$ cat src/rtl/wbi_sched_pkg.sv
// Shared types and helpers for the Wishbone response-return scheduler.
package wbi_sched_pkg;

    typedef enum logic {
        SCH_IDLE = 1'b0,
        SCH_BUSY = 1'b1
    } sch_state_e;

    localparam int NR_MAX = 8;

    // Index of the set bit of a one-hot vector (0 when the vector is empty).
    function automatic logic [2:0] onehot2idx(input logic [NR_MAX-1:0] oh);
        logic [2:0] idx;
        idx = '0;
        for (int i = 0; i < NR_MAX; i++) begin
            if (oh[i]) idx = idx | 3'(i);
        end
        return idx;
    endfunction

endpackage

$ cat src/rtl/wbi_rr_pick.sv
// Combinational round-robin picker: first requester at or above ptr, wrapping at NR-1.
module wbi_rr_pick #(
    parameter int NR = 4,
    localparam int PW = (NR > 1) ? $clog2(NR) : 1
) (
    input  logic [NR-1:0] req,
    input  logic [PW-1:0] ptr,
    output logic [NR-1:0] gnt,
    output logic          any
);

    logic [PW-1:0] w_idx;

    // Walk the requesters starting at ptr and keep the first one found.
    always_comb begin
        gnt   = '0;
        any   = 1'b0;
        w_idx = '0;
        for (int i = 0; i < NR; i++) begin
            w_idx = PW'((int'(ptr) + i) % NR);
            if (!any && req[w_idx]) begin
                gnt[w_idx] = 1'b1;
                any        = 1'b1;
            end
        end
    end

endmodule

$ cat src/rtl/wbi_res_sched.sv
// Burst-aware round-robin scheduler for the shared response return path.
// A winning source owns the master port until its last beat, or until the
// lock-timeout watchdog sees it idle for LTO granted cycles.
module wbi_res_sched
    import wbi_sched_pkg::*;
#(
    parameter int NR  = 4,
    parameter int DW  = 32,
    parameter int LTO = 255
) (
    input  logic             mclk,
    input  logic             reset,
    input  logic [NR-1:0]    src_rval_i,
    input  logic [NR*DW-1:0] src_dat_i,
    input  logic [NR-1:0]    src_ack_i,
    input  logic [NR-1:0]    src_lack_i,
    input  logic [NR-1:0]    src_err_i,
    input  logic [NR*4-1:0]  src_tid_i,
    output logic [NR-1:0]    src_rrdy_o,
    input  logic             wbp_res_rrdy_i,
    output logic             wbp_res_rval_o,
    output logic [DW-1:0]    wbp_res_dat_o,
    output logic             wbp_res_ack_o,
    output logic             wbp_res_lack_o,
    output logic             wbp_res_err_o,
    output logic [3:0]       wbp_res_tid_o,
    output logic [NR-1:0]    gnt_o,
    output logic             lock_o,
    output logic             lto_o
);

    localparam int PW = (NR > 1) ? $clog2(NR) : 1;
    localparam int CW = (LTO > 1) ? $clog2(LTO) : 1;
    localparam logic [CW-1:0] WD_LAST = CW'((LTO > 0) ? LTO - 1 : 0);

    sch_state_e    r_state, w_state_nxt;
    logic [NR-1:0] r_gnt, w_gnt_nxt;
    logic [PW-1:0] r_ptr, w_ptr_nxt;
    logic          r_lock, w_lock_nxt;
    logic          r_lto;
    logic [CW-1:0] r_wdc, w_wdc_nxt;

    logic          w_busy, w_hs, w_expire, w_any;
    logic [PW-1:0] w_gidx, w_gnxt, w_pick_ptr;
    logic [NR-1:0] w_pick;
    logic          w_rval_g, w_ack_g, w_lack_g, w_err_g;
    logic [DW-1:0] w_dat_g;
    logic [3:0]    w_tid_g;

    assign w_busy     = (r_state == SCH_BUSY);
    assign w_gidx     = PW'(onehot2idx(NR_MAX'(r_gnt)));
    assign w_gnxt     = (w_gidx == PW'(NR - 1)) ? '0 : w_gidx + 1'b1;
    // After a last beat the finished source drops to lowest priority.
    assign w_pick_ptr = w_busy ? w_gnxt : r_ptr;

    wbi_rr_pick #(.NR(NR)) u_pick (
        .req (src_rval_i),
        .ptr (w_pick_ptr),
        .gnt (w_pick),
        .any (w_any)
    );

    // Response mux; an empty grant leaves every field at zero.
    always_comb begin
        w_rval_g = 1'b0;
        w_ack_g  = 1'b0;
        w_lack_g = 1'b0;
        w_err_g  = 1'b0;
        w_dat_g  = '0;
        w_tid_g  = '0;
        for (int k = 0; k < NR; k++) begin
            if (r_gnt[k]) begin
                w_rval_g = src_rval_i[k];
                w_ack_g  = src_ack_i[k];
                w_lack_g = src_lack_i[k];
                w_err_g  = src_err_i[k];
                w_dat_g  = src_dat_i[k*DW +: DW];
                w_tid_g  = src_tid_i[k*4 +: 4];
            end
        end
    end

    assign w_hs     = w_busy && w_rval_g && wbp_res_rrdy_i;
    assign w_expire = (LTO != 0) && w_busy && !w_rval_g && (r_wdc == WD_LAST);

    // Next-state logic: grant changes only on a last-beat handshake or watchdog expiry.
    always_comb begin
        w_state_nxt = r_state;
        w_gnt_nxt   = r_gnt;
        w_ptr_nxt   = r_ptr;
        w_lock_nxt  = r_lock;
        w_wdc_nxt   = r_wdc;
        case (r_state)
            SCH_IDLE: begin
                w_wdc_nxt = '0;
                if (w_any) begin
                    w_gnt_nxt   = w_pick;
                    w_state_nxt = SCH_BUSY;
                end
            end
            SCH_BUSY: begin
                if (w_hs) begin
                    w_wdc_nxt = '0;
                    if (w_lack_g) begin
                        w_lock_nxt = 1'b0;
                        w_ptr_nxt  = w_gnxt;
                        w_gnt_nxt  = w_pick;
                        if (!w_any) w_state_nxt = SCH_IDLE;
                    end else begin
                        w_lock_nxt = 1'b1;
                    end
                end else if (w_rval_g) begin
                    w_wdc_nxt = '0;
                end else if (w_expire) begin
                    w_wdc_nxt   = '0;
                    w_gnt_nxt   = '0;
                    w_lock_nxt  = 1'b0;
                    w_ptr_nxt   = w_gnxt;
                    w_state_nxt = SCH_IDLE;
                end else if (LTO != 0) begin
                    w_wdc_nxt = r_wdc + 1'b1;
                end
            end
        endcase
    end

    // Control registers; the lto pulse is the registered expiry strobe.
    always_ff @(posedge mclk) begin
        if (reset) begin
            r_state <= SCH_IDLE;
            r_gnt   <= '0;
            r_ptr   <= '0;
            r_lock  <= 1'b0;
            r_lto   <= 1'b0;
            r_wdc   <= '0;
        end else begin
            r_state <= w_state_nxt;
            r_gnt   <= w_gnt_nxt;
            r_ptr   <= w_ptr_nxt;
            r_lock  <= w_lock_nxt;
            r_lto   <= w_expire;
            r_wdc   <= w_wdc_nxt;
        end
    end

    assign src_rrdy_o     = r_gnt & {NR{wbp_res_rrdy_i}};
    assign wbp_res_rval_o = w_rval_g;
    assign wbp_res_dat_o  = w_dat_g;
    assign wbp_res_ack_o  = w_ack_g;
    assign wbp_res_lack_o = w_lack_g;
    assign wbp_res_err_o  = w_err_g;
    assign wbp_res_tid_o  = w_tid_g;
    assign gnt_o          = r_gnt;
    assign lock_o         = r_lock;
    assign lto_o          = r_lto;

    // A granted source must hold rval until its beat is taken.
    a_hold_rval: assert property (@(posedge mclk) disable iff (reset)
        (w_busy && w_rval_g && !wbp_res_rrdy_i) |=> w_rval_g);

endmodule

$ cat config.mk
export PLATFORM = sky130hd
export DESIGN_NAME = wbi_res_sched
export DESIGN_NICKNAME = d
export VERILOG_FILES = /design/src/rtl/wbi_sched_pkg.sv /design/src/rtl/wbi_rr_pick.sv /design/src/rtl/wbi_res_sched.sv
export SDC_FILE = /design/constraint.sdc
export NUM_CORES = 1
export LEC_CHECK = 0
export CAP_MARGIN = 20
export CORE_UTILIZATION = 33
export CTS_BUF_LIST = sky130_fd_sc_hd__clkbuf_16
export DETAILED_ROUTE_END_ITERATION = 8
export PLACE_DENSITY = 0.84
export SLEW_MARGIN = 20
export SYNTH_ARGS = -nofsm -noshare
export SYNTH_HDL_FRONTEND = slang
export SYNTH_SLANG_ARGS = --single-unit
$ cat constraint.sdc
create_clock -name mclk -period 3.4 [get_ports mclk]
set_input_delay 0.51 -clock mclk [delete_from_list [all_inputs] [get_ports mclk]]
set_output_delay 0.51 -clock mclk [all_outputs]
set_load 0.01 [all_outputs]
==> key figures, run 1 <==
Status
  • Status: complete, no violations

Run
  • Maxcap violations: 0

Floorplan
  • Core box area: 7210 um^2
  • FP Rows: 31
  • Initial Utilization: 34.0%
  • Chip height: 88.3 um
  • Die Area: 7790 um^2
  • Die width: 88.3 um
  • Total I/O pin count: 213

Clocking
  • Hold buffers post-CTS: 0
  • # Post-CTS Setup Buffers: 0
  • Clock slew at reported path FFs: 60 ps
  • Clock Tree Buf Depth: 2
  • Clock sinks: 17
  • Root Driver: clkbuf_16
  • CTS tree: built
  • CTS Buf Count: 3
  • Insertion delay to the later sink of the worst-skew pair: 260 ps
  • CTS resizes: 0
  • H-tree Lvls: 1

Layout
  • ANT cells: 0
  • Post-route cell area: 4700 um^2
  • Share of post-route cells with drive strength above 1: 5.88%
  • Nets: 717
  • Area Overhead vs Synth: 91.6%

Worst hold path
  • HP Class: reg -> reg
  • Hold endpoint: r_wdc[0]$_SDFF_PP0_
  • Worst Hold Launch: r_wdc[0]$_SDFF_PP0_
  • Hold Path Depth: 1

Yosys
  • Area leader, netlist: a221o_1
  • Avg Cell Area, Syn: 6.95 um^2
  • Dominant synthesized flop cell: dfxtp_1
  • Post-synthesis cell area: 2450 um^2
  • Yosys cell types: 57
  • Net Count, Synth: 525
  • Async set-reset flop share out of synthesis: 0%
  • Largest family of logic cells by synthesized area: compound AO/OA/AOI/OAI gates
  • Post-synth top area share: 17.1%
  • Post-Synth Adder-Cell Area: 4.59%
  • Multiplexer share of the synthesized area: 0.815%
  • Most frequent cell after synthesis: o21ai_0
  • EDFF count, synth: 0
  • Seq cells post-synth: 17
  • Syn Inst Count: 353
  • Top post-synthesis cells by area: a221o_1, o21ai_0, dfxtp_1, nand2_1, ha_1
  • Top post-synthesis cells by count: o21ai_0, nand2_1, a221o_1
  • Area share of xor/xnor cells in the synthesized design: 2.80%
  • Post-synthesis compound-gate area fraction: 47.1%
  • Post-synthesis sequential area ratio: 13.9%
  • YS warnings: 0
  • Post-synthesis simple-gate area fraction: 21.9%

STA
  • Highest Clock Rate: 313 MHz
  • Final Hold Viols: 0
  • RSZ-0062 raised after global routing: no
  • Worst Skew: 4.19 ps
  • Setup Total Neg Slack: 0 ps
  • Fin crit period: 3200 ps
  • Final setup violating endpoints: 0
  • Fin crit share: 94.1%
  • Max-slew violations: 0
  • Slew @ Worst Pin: 686 ps
  • Worst slew margin: 54.2%

Global route
  • First-pass GRT wire length: 16.6 mm
  • Number of global-route vias before repair: 3229
  • Pin count of the biggest net entering global routing: 81
  • Gr usage total: 27.8%
  • GR Overflow Total: 0
  • Antenna violations before repair: 0

Route
  • DRT iter0 DRCs: 153
  • Vias: 3554
  • Drt drc: 0
  • DRT Pass-1 Iters: 5
  • Wire per inst: 18.3 um
  • Final wirelength: 11.8 mm
  • DRT antenna net count: 0
  • Via-per-instance ratio: 5.53

Worst setup path
  • WP data required: 2890 ps
  • Cell family with most CP delay: buffers and inverters
  • Worst r2r path cells: 10
  • CP Cell Sequence: inv_1 > nor2_2 > buf_4 > a221o_1 > o21ai_0 > o21ai_0 > clkdlybuf4s50_1
  • Worst reg2reg setup slack: 440 ps
  • Crit end category: primary output
  • Crit Path Class: reg -> out
  • Bufs and invs on worst path: 3
  • Reg-to-reg endpoint: gnt_o[0]$_SDFFE_PP0P_
  • Critical path's most frequent cell: o21ai_0
  • Slowest cell on the critical path: clkdlybuf4s50_1
  • CP max stage delay: 660 ps
  • Worst R2R Start: gnt_o[1]$_SDFFE_PP0P_
  • Crit path DAT: 2690 ps
  • Crit path launch type: flip-flop
  • CP Max Fanout: 13

Power
  • Pwr dens: 555 nW/um^2
  • LEAKAGE: 1.67 nW
  • Total power: 0.00261 W
  • VDD IR-drop max: 326 uV

Place
  • RD Place Congestion: 0.966
  • Detail Placement HPWL: 9.21 mm
  • Port Buffers: 212
  • Placed inst area: 4620 um^2
## flip-flops by register name (all words and copies together) (netlist names)
name     count
r_wdc        8
r_ptr        2
r_state      1
lto_o        1
lock_o       1
gnt_o        4
## metal layers
metal | up-vias | wire length (um) | part of all wire (%) | track usage (%)
met2 | 185 | 5210 | 44 | 42.6
met5 | - | 0 | 0 | 0
li1 | 1708 | - | - | -
met4 | 0 | 221 | 1.9 | 7.92
met3 | 23 | 1690 | 14 | 12.4
met1 | 1638 | 4670 | 40 | 35.2
## cells by family (layout without fill, tap and decap cells)
| group | count (synthesis) | count (layout) |
|---|---|---|
| simple gates | 106 | 106 |
| buf+inv | 52 | 243 |
| compound gates | 160 | 160 |
| flops | 17 | 17 |
| mux | 2 | 2 |
| xor+xnor | 7 | 7 |
| fa+ha+maj | 9 | 9 |
## how the worst max path moves through the flow
stage / start / to / slack, ps / cells past startpoint
detailed placement: src_rval_i[1] / wbp_res_rval_o / 530 / 4
CTS: gnt_o[0]$_SDFFE_PP0P_ / wbp_res_dat_o[18] / 260 / 7
global route: gnt_o[0]$_SDFFE_PP0P_ / wbp_res_dat_o[0] / 30 / 7
finish: gnt_o[0]$_SDFFE_PP0P_ / wbp_res_dat_o[18] / 200 / 7
global placement: gnt_o[1]$_SDFFE_PP0P_ / wbp_res_dat_o[17] / 560 / 5
floorplan: gnt_o[1]$_SDFFE_PP0P_ / gnt_o[3]$_SDFFE_PP0P_ / 980 / 10
## layout by cell type (no fill, tap or decap), types with 3 or more instances in the layout
cell | Yosys | routed
a221o_1 | 42 | 42
xor2_1 | 3 | 3
nor2b_1 | 5 | 5
o21ai_0 | 80 | 80
inv_1 | 16 | 16
and3_1 | 3 | 3
clkbuf_16 | 0 | 3
clkdlybuf4s50_1 | 0 | 212
ha_1 | 9 | 9
and2_1 | 4 | 4
dfxtp_2 | 0 | 3
xnor2_1 | 3 | 3
nor2_1 | 15 | 14
nor4_1 | 3 | 3
o32ai_1 | 5 | 5
a31oi_1 | 5 | 5
nand2b_1 | 6 | 6
dfxtp_1 | 17 | 14
buf_4 | 1 | 9
a21oi_1 | 4 | 4
o21ai_1 | 3 | 3
nand3_1 | 5 | 5
nand2_1 | 47 | 47
a31o_1 | 4 | 4
## metrics by stage
step           util (%)  setup WS, ps  hold slack, ps  instances
2_1_floorplan         -           981             430        353
3_3_place_gp       64.1           556             441        639
3_5_place_dp       64.1           529             452        639
4_1_cts            65.2           261             464        643
5_1_grt            65.2          32.9             490        643
6_report           65.2           200             458        643
## final cells by class
type / instances / area (um^2)
Inverter: 18 / 67.6
Clock inverter: 1 / 7.51
Tap cell: 99 / 124
Clock buffer: 3 / 75.1
Timing Repair Buffer: 221 / 2190
Multi-Input combinational cell: 284 / 1900
Fill cell: 602 / 2510
Sequential cell: 17 / 344
## power breakdown
part	internal, W	switching [W]
clock	0.000159	0.0000891
combinational	0.00106	0.00102
sequential	0.000228	0.0000571
(Power assumes the default switching activity.)
==> run 2: changes to the inputs <==
--- a/config.mk
+++ b/config.mk
@@ -9,7 +9,8 @@
 export CORE_UTILIZATION = 33
 export CTS_BUF_LIST = sky130_fd_sc_hd__clkbuf_16
 export DETAILED_ROUTE_END_ITERATION = 8
-export PLACE_DENSITY = 0.84
+export DONT_BUFFER_PORTS = 1
+export SETUP_SLACK_MARGIN = 0.02
 export SLEW_MARGIN = 20
 export SYNTH_ARGS = -nofsm -noshare
 export SYNTH_HDL_FRONTEND = slang
==> run 2 against run 1 <==
Against the previous run: final area down 45%; power fell by 25%; die area did not move; final cell count down 33%; combinational power shrank 31%; sequential share of layout area increased by 5.9 points; register-to-register slack better by 90 ps; clock skew hardly changed; worst setup slack better by 270 ps; critical path type unchanged; highest routed layer unchanged.
==> key figures, run 2 (synthesized netlist as in run 1, its figures left out) <==
STA
  • Worst slew margin: 46.7%
  • Setup Total Neg Slack: 0 ps
  • Min setup slack post-route: 465 ps
  • Max-slew violations: 0
  • Fin crit period: 2930 ps
  • Final Hold Viols: 0
  • RSZ-0062 raised after global routing: no
  • Worst Skew: 4.47 ps
  • WHS: 322 ps
  • Slew @ Worst Pin: 799 ps
  • Highest Clock Rate: 341 MHz
  • Fin crit share: 86.3%
  • Final setup violating endpoints: 0

Power
  • LEAKAGE: 0.880 nW
  • Psw: 0.00106 W
  • Pwr dens: 757 nW/um^2
  • Combinational share of power: 72.4%
  • Clk pwr share: 12.2%
  • Sequential power share: 15.5%
  • Internal Pwr Total: 0.000913 W
  • VDD IR-drop max: 305 uV
  • Switching Share: 53.6%

Global route
  • First-pass GRT wire length: 12.9 mm
  • GR Overflow Total: 0
  • Pin count of the biggest net entering global routing: 63
  • Antenna violations before repair: 0
  • Gr usage total: 22.5%
  • Number of global-route vias before repair: 2286

Layout
  • Register Area: 344 um^2
  • Top reg by flops: r_wdc
  • Max reg flops: 8
  • Share of post-route cells with drive strength above 1: 10.4%
  • Commonest non-fill, non-tap cell in the layout: o21ai_0
  • Multi-input logic area: 1900 um^2
  • ANT cells: 0
  • Most frequent cells in the layout: o21ai_0, nand2_1, a221o_1
  • Area Overhead vs Synth: 6.01%
  • Nets: 508
  • Fillers: 802
  • Finished Core Util: 36.1%
  • Post-route cell area: 2600 um^2

Worst setup path
  • WP data required: 2890 ps
  • Crit end category: primary output
  • Cell family with most CP delay: compound AO/OA/AOI/OAI gates
  • Bufs and invs on worst path: 2
  • CP Max Fanout: 38
  • Worst r2r path cells: 10
  • Crit Path Class: reg -> out
  • Crit path DAT: 2420 ps
  • Slowest cell on the critical path: o21ai_0
  • CP Cell Sequence: buf_4 > nor2_2 > buf_4 > a221o_1 > o21ai_0 > o21ai_0
  • Crit path launch type: flip-flop
  • Worst R2R Start: r_state$_SDFF_PP0_
  • CP max stage delay: 640 ps
  • Worst reg2reg setup slack: 530 ps
  • Reg-to-reg endpoint: gnt_o[3]$_SDFFE_PP0P_

Route
  • DRT Pass-1 Iters: 4
  • Via-per-instance ratio: 6.43
  • DRT antenna net count: 0
  • Vias: 2791
  • DRT iter0 DRCs: 214
  • Final wirelength: 9.83 mm
  • Drt drc: 0
  • Wire per inst: 22.6 um

Floorplan
  • Die width: 88.3 um
  • Die Area: 7790 um^2
  • Core box area: 7210 um^2
  • Chip height: 88.3 um
  • FP Rows: 31
  • Initial Utilization: 34.0%
  • Total I/O pin count: 213

Worst hold path
  • Worst Hold Launch: reset
  • HP Class: in -> reg
  • Hold Path Depth: 1
  • Hold endpoint: r_ptr[0]$_SDFFE_PP0P_

Clocking
  • Root Driver: clkbuf_16
  • Clock Tree Buf Depth: 2
  • # Post-CTS Setup Buffers: 0
  • Clock sinks: 17
  • CTS tree: built
  • Hold buffers post-CTS: 0
  • CTS resizes: 0
  • Clock slew at reported path FFs: 60 ps
  • CTS Buf Count: 3
  • H-tree Lvls: 1
  • Insertion delay to the later sink of the worst-skew pair: 250 ps

Place
  • Pre-CTS setup slack: 664 ps
  • Detail Placement HPWL: 7.78 mm
  • RD Place Congestion: 0.970
  • Placed inst area: 2520 um^2
  • Port Buffers: 0

Status
  • Status: complete, no violations

Run
  • Maxcap violations: 0
run 2: how the worst max path moves through the flow:
stage                                from                     to  slack [ps]  cells past startpoint
global route           r_state$_SDFF_PP0_  gnt_o[3]$_SDFFE_PP0P_         270                     10
CTS                 gnt_o[1]$_SDFFE_PP0P_      wbp_res_dat_o[28]         500                      7
floorplan           gnt_o[1]$_SDFFE_PP0P_  gnt_o[3]$_SDFFE_PP0P_         980                     10
global placement    gnt_o[3]$_SDFFE_PP0P_  gnt_o[3]$_SDFFE_PP0P_         660                     10
detailed placement  gnt_o[3]$_SDFFE_PP0P_  gnt_o[3]$_SDFFE_PP0P_         660                     10
finish              gnt_o[1]$_SDFFE_PP0P_       wbp_res_dat_o[6]         470                      6
run 2: final cells by class:
type,instances,area share (%)
Multi-Input combinational cell,284,72.9
Tap cell,99,4.76
Inverter,18,2.60
Timing Repair Buffer,12,3.46
Clock inverter,1,0.192
Sequential cell,17,13.2
Clock buffer,3,2.88
run 2: power by group through the flow:
stage	sequential (W)	combinational [W]	clock, W
5_1_grt	0.000316	0.00157	0.000254
3_3_place_gp	0.000308	0.00140	0
3_5_place_dp	0.000310	0.00140	0
4_1_cts	0.000305	0.00141	0.000244
2_1_floorplan	0.000261	0.00111	0
6_report	0.000304	0.00143	0.000239
run 2: layer usage:
layer / track usage, % / up-vias / share of wire, %
met5: 0 / - / 0
met4: 3.67 / 0 / 1.3
met3: 11.3 / 12 / 17
met2: 33.2 / 208 / 43
met1: 29.7 / 1279 / 39
li1: - / 1292 / -
run 2: through the flow:
| stage | total power, W | instances |
|---|---|---|
| final | 0.00197 | 434 |
| after global routing | 0.00214 | 434 |
| after CTS | 0.00196 | 434 |
| after detailed placement | 0.00171 | 430 |
| after global placement | 0.00170 | 430 |
| after floorplan | 0.00137 | 353 |
==> run 3: changes to the inputs <==
--- a/config.mk
+++ b/config.mk
@@ -6,10 +6,12 @@
 export NUM_CORES = 1
 export LEC_CHECK = 0
 export CAP_MARGIN = 20
-export CORE_UTILIZATION = 33
+export CORE_AREA = 2 2 81 83
 export CTS_BUF_LIST = sky130_fd_sc_hd__clkbuf_16
 export DETAILED_ROUTE_END_ITERATION = 8
+export DIE_AREA = 0 0 83 85
 export DONT_BUFFER_PORTS = 1
+export HOLD_SLACK_MARGIN = 0.15
 export SETUP_SLACK_MARGIN = 0.02
 export SLEW_MARGIN = 20
 export SYNTH_ARGS = -nofsm -noshare
==> run 3 against run 2 <==
Against the previous run: sequential power shrank 7.9%; power shrank 4.4%; final area shrank 1.4%; clock-buffer cell count is the same; critical path type unchanged; largest cell class unchanged; highest routed layer unchanged.
==> key figures, run 3 (synthesized netlist as in run 1, its figures left out) <==
Status
  • Status: complete, no violations

Global route
  • GR Overflow Total: 0
  • First-pass GRT wire length: 13.0 mm
  • Antenna violations before repair: 2
  • Pin count of the biggest net entering global routing: 44
  • Gr usage total: 22.8%
  • Number of global-route vias before repair: 2428

STA
  • Slew @ Worst Pin: 688 ps
  • Min setup slack post-route: 428 ps
  • Highest Clock Rate: 336 MHz
  • RSZ-0062 raised after global routing: no
  • Fin crit share: 87.4%
  • Final Hold Viols: 0
  • Worst slew margin: 53.7%
  • Max-slew violations: 0
  • WHS: 321 ps
  • Final setup violating endpoints: 0
  • Fin crit period: 2970 ps
  • Setup Total Neg Slack: 0 ps
  • Worst Skew: 1.27 ps

Power
  • Pwr dens: 734 nW/um^2
  • LEAKAGE: 0.871 nW
  • VDD IR-drop max: 453 uV

Place
  • Port Buffers: 0
  • Detail Placement HPWL: 6.90 mm
  • RD Place Congestion: 0.948
  • Pre-CTS setup slack: 604 ps

Clocking
  • CTS resizes: 0
  • H-tree Lvls: 1
  • CTS Buf Count: 3
  • # Post-CTS Setup Buffers: 0
  • Clock slew at reported path FFs: 60 ps
  • CTS tree: built
  • Hold buffers post-CTS: 0
  • Root Driver: clkbuf_16
  • Clock sinks: 17
  • Insertion delay to the later sink of the worst-skew pair: 250 ps
  • Clock Tree Buf Depth: 2

Route
  • Vias: 2756
  • Wire per inst: 21.3 um
  • Via-per-instance ratio: 6.69
  • DRT antenna net count: 0
  • Drt drc: 0
  • DRT Pass-1 Iters: 5
  • Final wirelength: 8.76 mm
  • DRT iter0 DRCs: 157

Worst setup path
  • CP Cell Sequence: buf_4 > nor2_2 > buf_4 > a221o_1 > o21ai_0 > o21ai_0
  • WP data required: 2890 ps
  • CP max stage delay: 500 ps
  • Worst r2r path cells: 10
  • Worst Setup SP: gnt_o[1]$_SDFFE_PP0P_
  • Crit path DAT: 2460 ps
  • Reg-to-reg endpoint: gnt_o[3]$_SDFFE_PP0P_
  • Bufs and invs on worst path: 2
  • Worst R2R Start: r_state$_SDFF_PP0_
  • Crit end category: primary output
  • Cell family with most CP delay: compound AO/OA/AOI/OAI gates
  • Slowest cell on the critical path: nor2_2
  • Crit Path Class: reg -> out
  • CP Max Fanout: 43
  • Worst reg2reg setup slack: 540 ps
  • Crit path launch type: flip-flop

Layout
  • Share of post-route cells with drive strength above 1: 9.91%
  • Top reg by flops: r_wdc
  • Max reg flops: 8
  • Nets: 506
  • Commonest non-fill, non-tap cell in the layout: o21ai_0
  • Finished Core Util: 41.3%
  • Most frequent cells in the layout: o21ai_0, nand2_1, a221o_1
  • Area Overhead vs Synth: 4.49%

Floorplan
  • Total I/O pin count: 213
  • Core box area: 6200 um^2
  • Die width: 83 um
  • Initial Utilization: 39.6%
  • Die Area: 7060 um^2
  • Chip height: 85 um
  • FP Rows: 29

Worst hold path
  • Hold endpoint: r_ptr[0]$_SDFFE_PP0P_
  • Hold Path Depth: 1
  • HP Class: in -> reg
  • Worst Hold Launch: reset

Run
  • Maxcap violations: 0
-- run 3: worst max-delay path by stage --
stage | end | slack, ps | cells past startpoint
after floorplan | gnt_o[3]$_SDFFE_PP0P_ | 980 | 10
after global placement | wbp_res_dat_o[29] | 720 | 6
after detailed placement | gnt_o[3]$_SDFFE_PP0P_ | 600 | 10
after CTS | wbp_res_dat_o[29] | 420 | 6
after global routing | wbp_res_dat_o[29] | 230 | 6
final | wbp_res_dat_o[29] | 430 | 6
-- run 3: worst reg2reg max path: cells and delay by family, from the launching register on --
kind	cells	cell delay (ps)
AOI/OAI and AO/OA	4	720
DFF	1	560
and+or+nand+nor	4	1040
buffers and inverters	1	100
adders and majority gates	1	370
-- run 3: routing by layer --
metal  routed length [um]  track usage [%]  share of wire [%]
met1                 3560             30.3                 41
met2                 3980             33.7                 45
met3                  905             7.39                 10
met4                  312             9.84                3.6
met5                    0                0                  0
-- run 3: area by class of cell --
class,count,area [um^2]
clock inverters,1,5.00
clock buffers,3,75.1
repair buffers,10,75.1
flip-flops and latches,17,344
multi-input cells,284,1900
inverters,18,67.6
well taps,77,96.3
diodes,2,5.00
fillers,632,3640
-- run 3: stage by stage --
stage / total power (W) / cells / area (um^2)
2_1_floorplan: 0.00137 / 353 / 2450
3_3_place_gp: 0.00161 / 406 / 2480
3_5_place_dp: 0.00163 / 406 / 2480
4_1_cts: 0.00188 / 410 / 2560
5_1_grt: 0.00203 / 410 / 2560
6_report: 0.00188 / 412 / 2560
-- run 3: power by group --
| group | total (W) | internal (W) | leakage (nW) | switching, W |
|---|---|---|---|---|
| registers | 0.000280 | 0.000228 | 0.139 | 0.0000524 |
| clock network | 0.000243 | 0.000158 | 0.0409 | 0.0000853 |
| logic | 0.00136 | 0.000507 | 0.690 | 0.000853 |
